$ cat src/rtl/led_pong_game_if.sv
`default_nettype none
// ============================================================================
// Module      : led_pong_game_if
// Description : Button inputs and LED/score outputs of the two-player pong game.
// Revision    : 1.0
// ============================================================================
interface led_pong_game_if #(
  parameter int N_LEDS  = 4,
  parameter int SCORE_W = 4
);
  logic               start_i;
  logic               play_l_i;
  logic               play_r_i;
  logic [N_LEDS-1:0]  ld_o;
  logic [SCORE_W-1:0] score_l_o;
  logic [SCORE_W-1:0] score_r_o;
  logic               game_over_o;
  logic               winner_o;

  modport master (
    output start_i, play_l_i, play_r_i,
    input  ld_o, score_l_o, score_r_o, game_over_o, winner_o
  );

  modport slave (
    input  start_i, play_l_i, play_r_i,
    output ld_o, score_l_o, score_r_o, game_over_o, winner_o
  );
endinterface
`default_nettype wire

$ cat src/rtl/led_pong_game.sv
`default_nettype none
// ============================================================================
// Module      : led_pong_game
// Description : Two-player LED pong with miss blink and game-over display.
//               Optional macro SPEEDUP_EN shortens the tick period per return.
// Revision    : 1.0
// ============================================================================
module led_pong_game #(
  parameter int N_LEDS      = 4,
  parameter int TICK_DIV    = 25_000_000,
  parameter int BLINK_TICKS = 6,
  parameter int WIN_SCORE   = 7,
  parameter int SCORE_W     = 4,
  parameter int SPEED_STEP  = 2_000_000,
  parameter int TICK_MIN    = 5_000_000
) (
  input  logic           clk_i,
  input  logic           rst_ni,
  led_pong_game_if.slave bus
);

  localparam int PW = $clog2(N_LEDS);
  localparam int CW = $clog2(TICK_DIV + 1);
  localparam int BW = (BLINK_TICKS > 1) ? $clog2(BLINK_TICKS) : 1;
  localparam logic [PW-1:0]      LAST  = PW'(N_LEDS - 1);
  localparam logic [SCORE_W-1:0] WIN   = SCORE_W'(WIN_SCORE);
  localparam logic               DIR_R = 1'b0;

  if ((N_LEDS < 2) || (TICK_DIV < 2) || (WIN_SCORE >= (1 << SCORE_W)) ||
      (SPEED_STEP < 0) || (TICK_MIN < 1)) begin : g_bad_cfg
    $error("led_pong_game: illegal parameter set");
  end

  typedef enum logic [1:0] {
    S_IDLE = 2'd0,
    S_RUN  = 2'd1,
    S_MISS = 2'd2,
    S_OVER = 2'd3
  } state_t;

  state_t             state_q, state_d;
  logic [PW-1:0]      pos_q, pos_d;
  logic               dir_q, dir_d;
  logic               hit_q, hit_d;
  logic [CW-1:0]      cnt_q, cnt_d;
  logic [BW-1:0]      blink_q, blink_d;
  logic [SCORE_W-1:0] score_l_q, score_l_d;
  logic [SCORE_W-1:0] score_r_q, score_r_d;
  logic [N_LEDS-1:0]  ld_q, ld_d;
  logic               game_over_q, game_over_d;
  logic               winner_q, winner_d;
  logic [CW-1:0]      period_w;
  logic               tick_w;
  logic               at_end_w;
  logic               press_w;
  logic               hit_w;

`ifdef SPEEDUP_EN
  logic [CW-1:0] period_q, period_d;

  // Every entry into RUN is a serve and restores the slow period.
  always_comb begin
    period_d = period_q;
    if ((state_d == S_RUN) && (state_q != S_RUN)) begin
      period_d = CW'(TICK_DIV);
    end else if ((state_q == S_RUN) && tick_w && at_end_w && hit_w) begin
      if (int'(period_q) > (TICK_MIN + SPEED_STEP)) begin
        period_d = period_q - CW'(SPEED_STEP);
      end else begin
        period_d = CW'(TICK_MIN);
      end
    end
  end

  always_ff @(posedge clk_i) begin
    if (!rst_ni) begin
      period_q <= CW'(TICK_DIV);
    end else begin
      period_q <= period_d;
    end
  end

  assign period_w = period_q;
`else
  assign period_w = CW'(TICK_DIV);
`endif

  assign tick_w   = (state_q != S_IDLE) && (cnt_q == (period_w - CW'(1)));
  assign at_end_w = (dir_q == DIR_R) ? (pos_q == '0) : (pos_q == LAST);
  assign press_w  = (dir_q == DIR_R) ? bus.play_r_i : bus.play_l_i;
  assign hit_w    = hit_q || (at_end_w && press_w);

  always_comb begin
    state_d   = state_q;
    pos_d     = pos_q;
    dir_d     = dir_q;
    hit_d     = 1'b0;
    blink_d   = blink_q;
    score_l_d = score_l_q;
    score_r_d = score_r_q;
    cnt_d     = tick_w ? '0 : cnt_q + CW'(1);

    case (state_q)
      S_IDLE: begin
        cnt_d = '0;
        if (bus.start_i) begin
          state_d = S_RUN;
          pos_d   = LAST;
          dir_d   = DIR_R;
        end
      end
      S_RUN: begin
        hit_d = hit_w;
        if (tick_w) begin
          hit_d = 1'b0;
          if (!at_end_w) begin
            pos_d = (dir_q == DIR_R) ? pos_q - PW'(1) : pos_q + PW'(1);
          end else if (hit_w) begin
            dir_d = ~dir_q;
            pos_d = (dir_q == DIR_R) ? PW'(1) : LAST - PW'(1);
          end else begin
            state_d = S_MISS;
            if (dir_q == DIR_R) begin
              score_l_d = (score_l_q < WIN) ? score_l_q + SCORE_W'(1) : score_l_q;
            end else begin
              score_r_d = (score_r_q < WIN) ? score_r_q + SCORE_W'(1) : score_r_q;
            end
          end
        end
      end
      S_MISS: begin
        // dir still points at the player who missed; serve from that end.
        if (tick_w) begin
          if (blink_q == BW'(BLINK_TICKS - 1)) begin
            if ((score_l_q == WIN) || (score_r_q == WIN)) begin
              state_d = S_OVER;
            end else begin
              state_d = S_RUN;
              pos_d   = (dir_q == DIR_R) ? '0 : LAST;
              dir_d   = ~dir_q;
            end
          end else begin
            blink_d = blink_q + BW'(1);
          end
        end
      end
      S_OVER: begin
        if (bus.start_i) begin
          state_d   = S_RUN;
          pos_d     = LAST;
          dir_d     = DIR_R;
          score_l_d = '0;
          score_r_d = '0;
        end else if (tick_w) begin
          blink_d = blink_q + BW'(1);
        end
      end
      default: state_d = S_IDLE;
    endcase

    if (state_d != state_q) begin
      cnt_d   = '0;
      blink_d = '0;
      hit_d   = 1'b0;
    end

    ld_d = '0;
    case (state_d)
      S_RUN:          ld_d = N_LEDS'(1) << pos_d;
      S_MISS, S_OVER: ld_d = blink_d[0] ? '0 : '1;
      default:        ld_d = '0;
    endcase
    game_over_d = (state_d == S_OVER);
    winner_d    = (state_d == S_OVER) && (score_r_d == WIN);
  end

  always_ff @(posedge clk_i) begin
    if (!rst_ni) begin
      state_q     <= S_IDLE;
      pos_q       <= LAST;
      dir_q       <= DIR_R;
      hit_q       <= 1'b0;
      cnt_q       <= '0;
      blink_q     <= '0;
      score_l_q   <= '0;
      score_r_q   <= '0;
      ld_q        <= '0;
      game_over_q <= 1'b0;
      winner_q    <= 1'b0;
    end else begin
      state_q     <= state_d;
      pos_q       <= pos_d;
      dir_q       <= dir_d;
      hit_q       <= hit_d;
      cnt_q       <= cnt_d;
      blink_q     <= blink_d;
      score_l_q   <= score_l_d;
      score_r_q   <= score_r_d;
      ld_q        <= ld_d;
      game_over_q <= game_over_d;
      winner_q    <= winner_d;
    end
  end

  assign bus.ld_o        = ld_q;
  assign bus.score_l_o   = score_l_q;
  assign bus.score_r_o   = score_r_q;
  assign bus.game_over_o = game_over_q;
  assign bus.winner_o    = winner_q;

endmodule
`default_nettype wire

$ cat src/flat_wrapper.sv
// flat-port wrapper written by rule: the top's interface ports become plain ports
module led_pong_game_flat 
#(
  parameter int N_LEDS      = 4,
  parameter int TICK_DIV    = 25_000_000,
  parameter int BLINK_TICKS = 6,
  parameter int WIN_SCORE   = 7,
  parameter int SCORE_W     = 4,
  parameter int SPEED_STEP  = 2_000_000,
  parameter int TICK_MIN    = 5_000_000
)
  (clk_i, rst_ni, bus_start_i, bus_play_l_i, bus_play_r_i, bus_ld_o, bus_score_l_o, bus_score_r_o, bus_game_over_o, bus_winner_o);
  led_pong_game_if #(.N_LEDS(N_LEDS), .SCORE_W(SCORE_W)) bus_i ();
  input  logic clk_i;
  input  logic rst_ni;
  input wire logic [$bits(bus_i.start_i)-1:0] bus_start_i;
  input wire logic [$bits(bus_i.play_l_i)-1:0] bus_play_l_i;
  input wire logic [$bits(bus_i.play_r_i)-1:0] bus_play_r_i;
  output wire logic [$bits(bus_i.ld_o)-1:0] bus_ld_o;
  output wire logic [$bits(bus_i.score_l_o)-1:0] bus_score_l_o;
  output wire logic [$bits(bus_i.score_r_o)-1:0] bus_score_r_o;
  output wire logic [$bits(bus_i.game_over_o)-1:0] bus_game_over_o;
  output wire logic [$bits(bus_i.winner_o)-1:0] bus_winner_o;
  assign bus_i.start_i = bus_start_i;
  assign bus_i.play_l_i = bus_play_l_i;
  assign bus_i.play_r_i = bus_play_r_i;
  assign bus_ld_o = bus_i.ld_o;
  assign bus_score_l_o = bus_i.score_l_o;
  assign bus_score_r_o = bus_i.score_r_o;
  assign bus_game_over_o = bus_i.game_over_o;
  assign bus_winner_o = bus_i.winner_o;
  led_pong_game #(.N_LEDS(N_LEDS), .TICK_DIV(TICK_DIV), .BLINK_TICKS(BLINK_TICKS), .WIN_SCORE(WIN_SCORE), .SCORE_W(SCORE_W), .SPEED_STEP(SPEED_STEP), .TICK_MIN(TICK_MIN)) u_core (.clk_i(clk_i), .rst_ni(rst_ni), .bus(bus_i));
endmodule
$ cat config.mk
export PLATFORM = sky130hd
export DESIGN_NAME = led_pong_game_flat
export DESIGN_NICKNAME = d
export VERILOG_FILES = /design/src/rtl/led_pong_game_if.sv /design/src/rtl/led_pong_game.sv /design/src/flat_wrapper.sv
export SDC_FILE = /design/constraint.sdc
export NUM_CORES = 1
export LEC_CHECK = 0
export ABC_CLOCK_PERIOD_IN_PS = 2400
export BUFFER_PORTS_ARGS = -buffer_cell sky130_fd_sc_hd__buf_2
export CORE_MARGIN = 2
export CORE_UTILIZATION = 45
export DETAILED_ROUTE_END_ITERATION = 7
export SYNTH_ARGS = -nofsm -noshare
export SYNTH_HDL_FRONTEND = slang
export SYNTH_SLANG_ARGS = --single-unit
$ cat constraint.sdc
create_clock -name clk_i -period 2.4 [get_ports clk_i]
set_clock_uncertainty 0.1 [all_clocks]
set_input_delay 0.36 -clock clk_i [delete_from_list [all_inputs] [get_ports clk_i]]
set_output_delay 0.36 -clock clk_i [all_outputs]
set_load 0.02 [all_outputs]
==> reports/qor.yml <==
status: "finished, violations left"
violations: "setup timing"
routabilityCongestion: 0.8984
required_ns: 2.51
fp.dieArea_sq_um: 7123
place_ws_ns: -0.1544
hold_depth: 2
critPathLaunchType: "register"
place_hpwl_microns: 5497
diodes: 0
crit_arrival_ns: 2.61
grt_overflow: 0
reg2reg_to: "u_core.bus.score_l_o[0]"
fin_tns_setup_ns: -0.7355
cts_hold_buf: 0
final_cells: 504
grt_max_degree: 29
clk_latency_ns: 0.31
yosysWarnings: 0
power_density_nw_per_um2: 472.6
fin_crit_sh: 1.040
hold_class: "in2reg"
finalSetupViolCount: 15
slew_violations: 0
vias: 2938
routed_wl_microns: 8374
fmax_ghz: 0.4007
synthCells: 358
synth-seq-cells: 48
vdd_drop_max_uv: 317.1
clockBufferDepth: 2
cts_tree: "built"
synth_edf_count: 0
gr-usage-all-layers: 0.2202
fin_nets: 440
ff2ff_path_depth: 9
ys_seq_area_frac: 0.3303
final_antenna_net_count: 0
drc: 0
antenna_found_initial: 0
routedWlPerCell_microns: 16.62
synthesis.area_sq_um: 2909
worstSetupEndpoint: "u_core.bus.score_l_o[0]"
worst-path-max-fanout: 4
cts_num_sinks: 48
crit_type: "reg2reg"
relSlewSlack: 0.6205
finalInstanceArea_sq_um: 3895
cp-end-kind: "register"
period_minus_slack_ns: 2.496
avgSynthCellArea_sq_um: 8.126
synthArstFlopShare: 0
dr.pass1.iters: 4
port_buffers: 18
die_y_microns: 84.40
p_leak_nw: 1.485
rsz0062_at_grt: "true"
numCtsBuffers: 5
core_area_sq_um: 6314
grt_pass1_vias: 2752
placed_cells: 487
synth_ff_type: "dfxtp_1"
viasPerCell: 5.829
synthToLayoutAreaGrowth_pct: 33.89
fp.dieW_microns: 84.40
layout-drive-gt1-share: 0.3489
clockRootBuffer: "clkbuf_8"
timing.final.ws_setup_ns: -0.09557
start_util: 0.4608
grt_first_pass_wirelength_microns: 12940
cp-startpoint: "u_core.state_q[1]"
htreeDepth: 2
syn_nets: 372
report.final.hold_viol_count: 0
rows: 29
cts.clk_slew.worst_paths_ns: 0.09
r2r_slack_ns: -0.1
worst_pin_slew_ns: 0.5645
cap_viol_max_count: 0
drt-initial-drc-count: 108
synth_cell_type_count: 61
reg2reg_from: "u_core.state_q[1]"
place_area_sq_um: 3467
io-pin-count: 19
[logic make-up after synthesis]
group / synth area share
muxes: 0.007312
xor gates and xnor gates: 0.07226
DFF: 0.3303
adders and majority gates: 0.03871
buffers and inverters: 0.05978
and+or+nand+nor: 0.3368
AOI/OAI and AO/OA: 0.1548
[stage by stage]
step | hold WS, ns | utilization | total power, mW
after detailed placement | 0.3842 | 0.5491 | 1.174
after global routing | 0.2564 | 0.6169 | 1.916
after global placement | 0.3753 | 0.5491 | 1.170
final | 0.2584 | 0.6169 | 1.841
after CTS | 0.2406 | 0.5757 | 1.772
after floorplan | 0.3529 | - | 1.073
[area by class of cell]
cell class / instances / area (sq um)
clock buffer: 6 / 72.57
sequential: 48 / 964.7
timing repair buffer: 83 / 666.9
fill: 565 / 2419
inverter: 13 / 48.80
clock inverter: 2 / 35.03
tap: 77 / 96.34
multi-input combinational: 275 / 2011
[worst max-delay path, stage by stage, from the launching register on]
cell	delay, ns
dfxtp_2	0.35
inv_2	0.05
ha_4	0.16
nand3b_1	0.19
or4_4	0.46
buf_6	0.15
or4b_4	0.54
a21oi_4	0.18
nor2b_1	0.07
o21a_1	0.16
[flip-flops by register name, indices dropped and copies added (netlist names)]
signal and cells:
u_core.hit_q 1, u_core.bus.ld_o 4, u_core.pos_q 2, u_core.dir_q 1, u_core.cnt_q 25, u_core.bus.game_over_o 1
u_core.bus.score_l_o 4, u_core.state_q 2, u_core.blink_q 3, u_core.bus.score_r_o 4, u_core.bus.winner_o 1
[cells in the mapped netlist (all sizes together) (3+ instances only)]
master	count	area share
and2	3	0.0065
nor2	24	0.031
xor2	9	0.027
or2	4	0.0086
o21ai	9	0.015
clkbuf	12	0.015
xnor2	15	0.045
o21a	3	0.0077
nand2	45	0.058
o211ai	3	0.0077
dfxtp	48	0.33
nand4	8	0.017
o221a	3	0.012
or3	3	0.0065
nor3	31	0.053
nor2b	9	0.019
nor4	15	0.040
a221oi	3	0.0090
nand2b	3	0.0065
nor4b	3	0.0090
o32ai	4	0.012
a21oi	8	0.018
a211oi	5	0.013
buf	10	0.028
and3	4	0.0086
or4b	3	0.013
nand3	13	0.024
inv	13	0.017
a31oi	6	0.013
ha	9	0.039
[report_power, final]
group          switching [mW]  internal (mW)
sequential             0.0155          0.814
clock                   0.280          0.310
combinational           0.242          0.180
[metal layers]
layer,routed length [microns],track usage,vias to the layer above,share of wire
met4,130,0.06494,0,0.016
li1,-,-,1439,-
met3,343,0.03933,15,0.041
met1,3623,0.2754,1411,0.43
met2,4277,0.3874,73,0.51
met5,0,0,-,0
[cells in the final DEF, fill, tap and decap left out, drive strengths merged, types with 5 or more instances in the layout]
cell and n:
nor2 24, nor3 31, a211oi 5, xor2 9, nand2 45, nand3 13, ha 9, buf 80
clkbuf 9, dfxtp 48, nor4 15, a21oi 8, xnor2 15, inv 13, nor2b 9, o21ai 9
a31oi 6, nand4 8
[worst min-delay path by stage]
stage / start / endpoint / slack [ns]
final: rst_ni / u_core.pos_q[0] / 0.26
after global routing: rst_ni / u_core.pos_q[0] / 0.26
after CTS: rst_ni / u_core.pos_q[0] / 0.24
after detailed placement: u_core.blink_q[1] / u_core.blink_q[1] / 0.38
after global placement: u_core.blink_q[1] / u_core.blink_q[1] / 0.38
after floorplan: u_core.blink_q[1] / u_core.blink_q[1] / 0.35
[repair_timing]
action | CTS | global route
endpoints found under the setup margin | 39 | 42
buffers inserted | 3 | 2
resized for setup | 9 | 31
pin swaps | 2 | 5
endpoints found under the hold margin | 0 | 0
gates cloned | 0 | 4
Note: power is estimated with default switching activity, not from simulation.
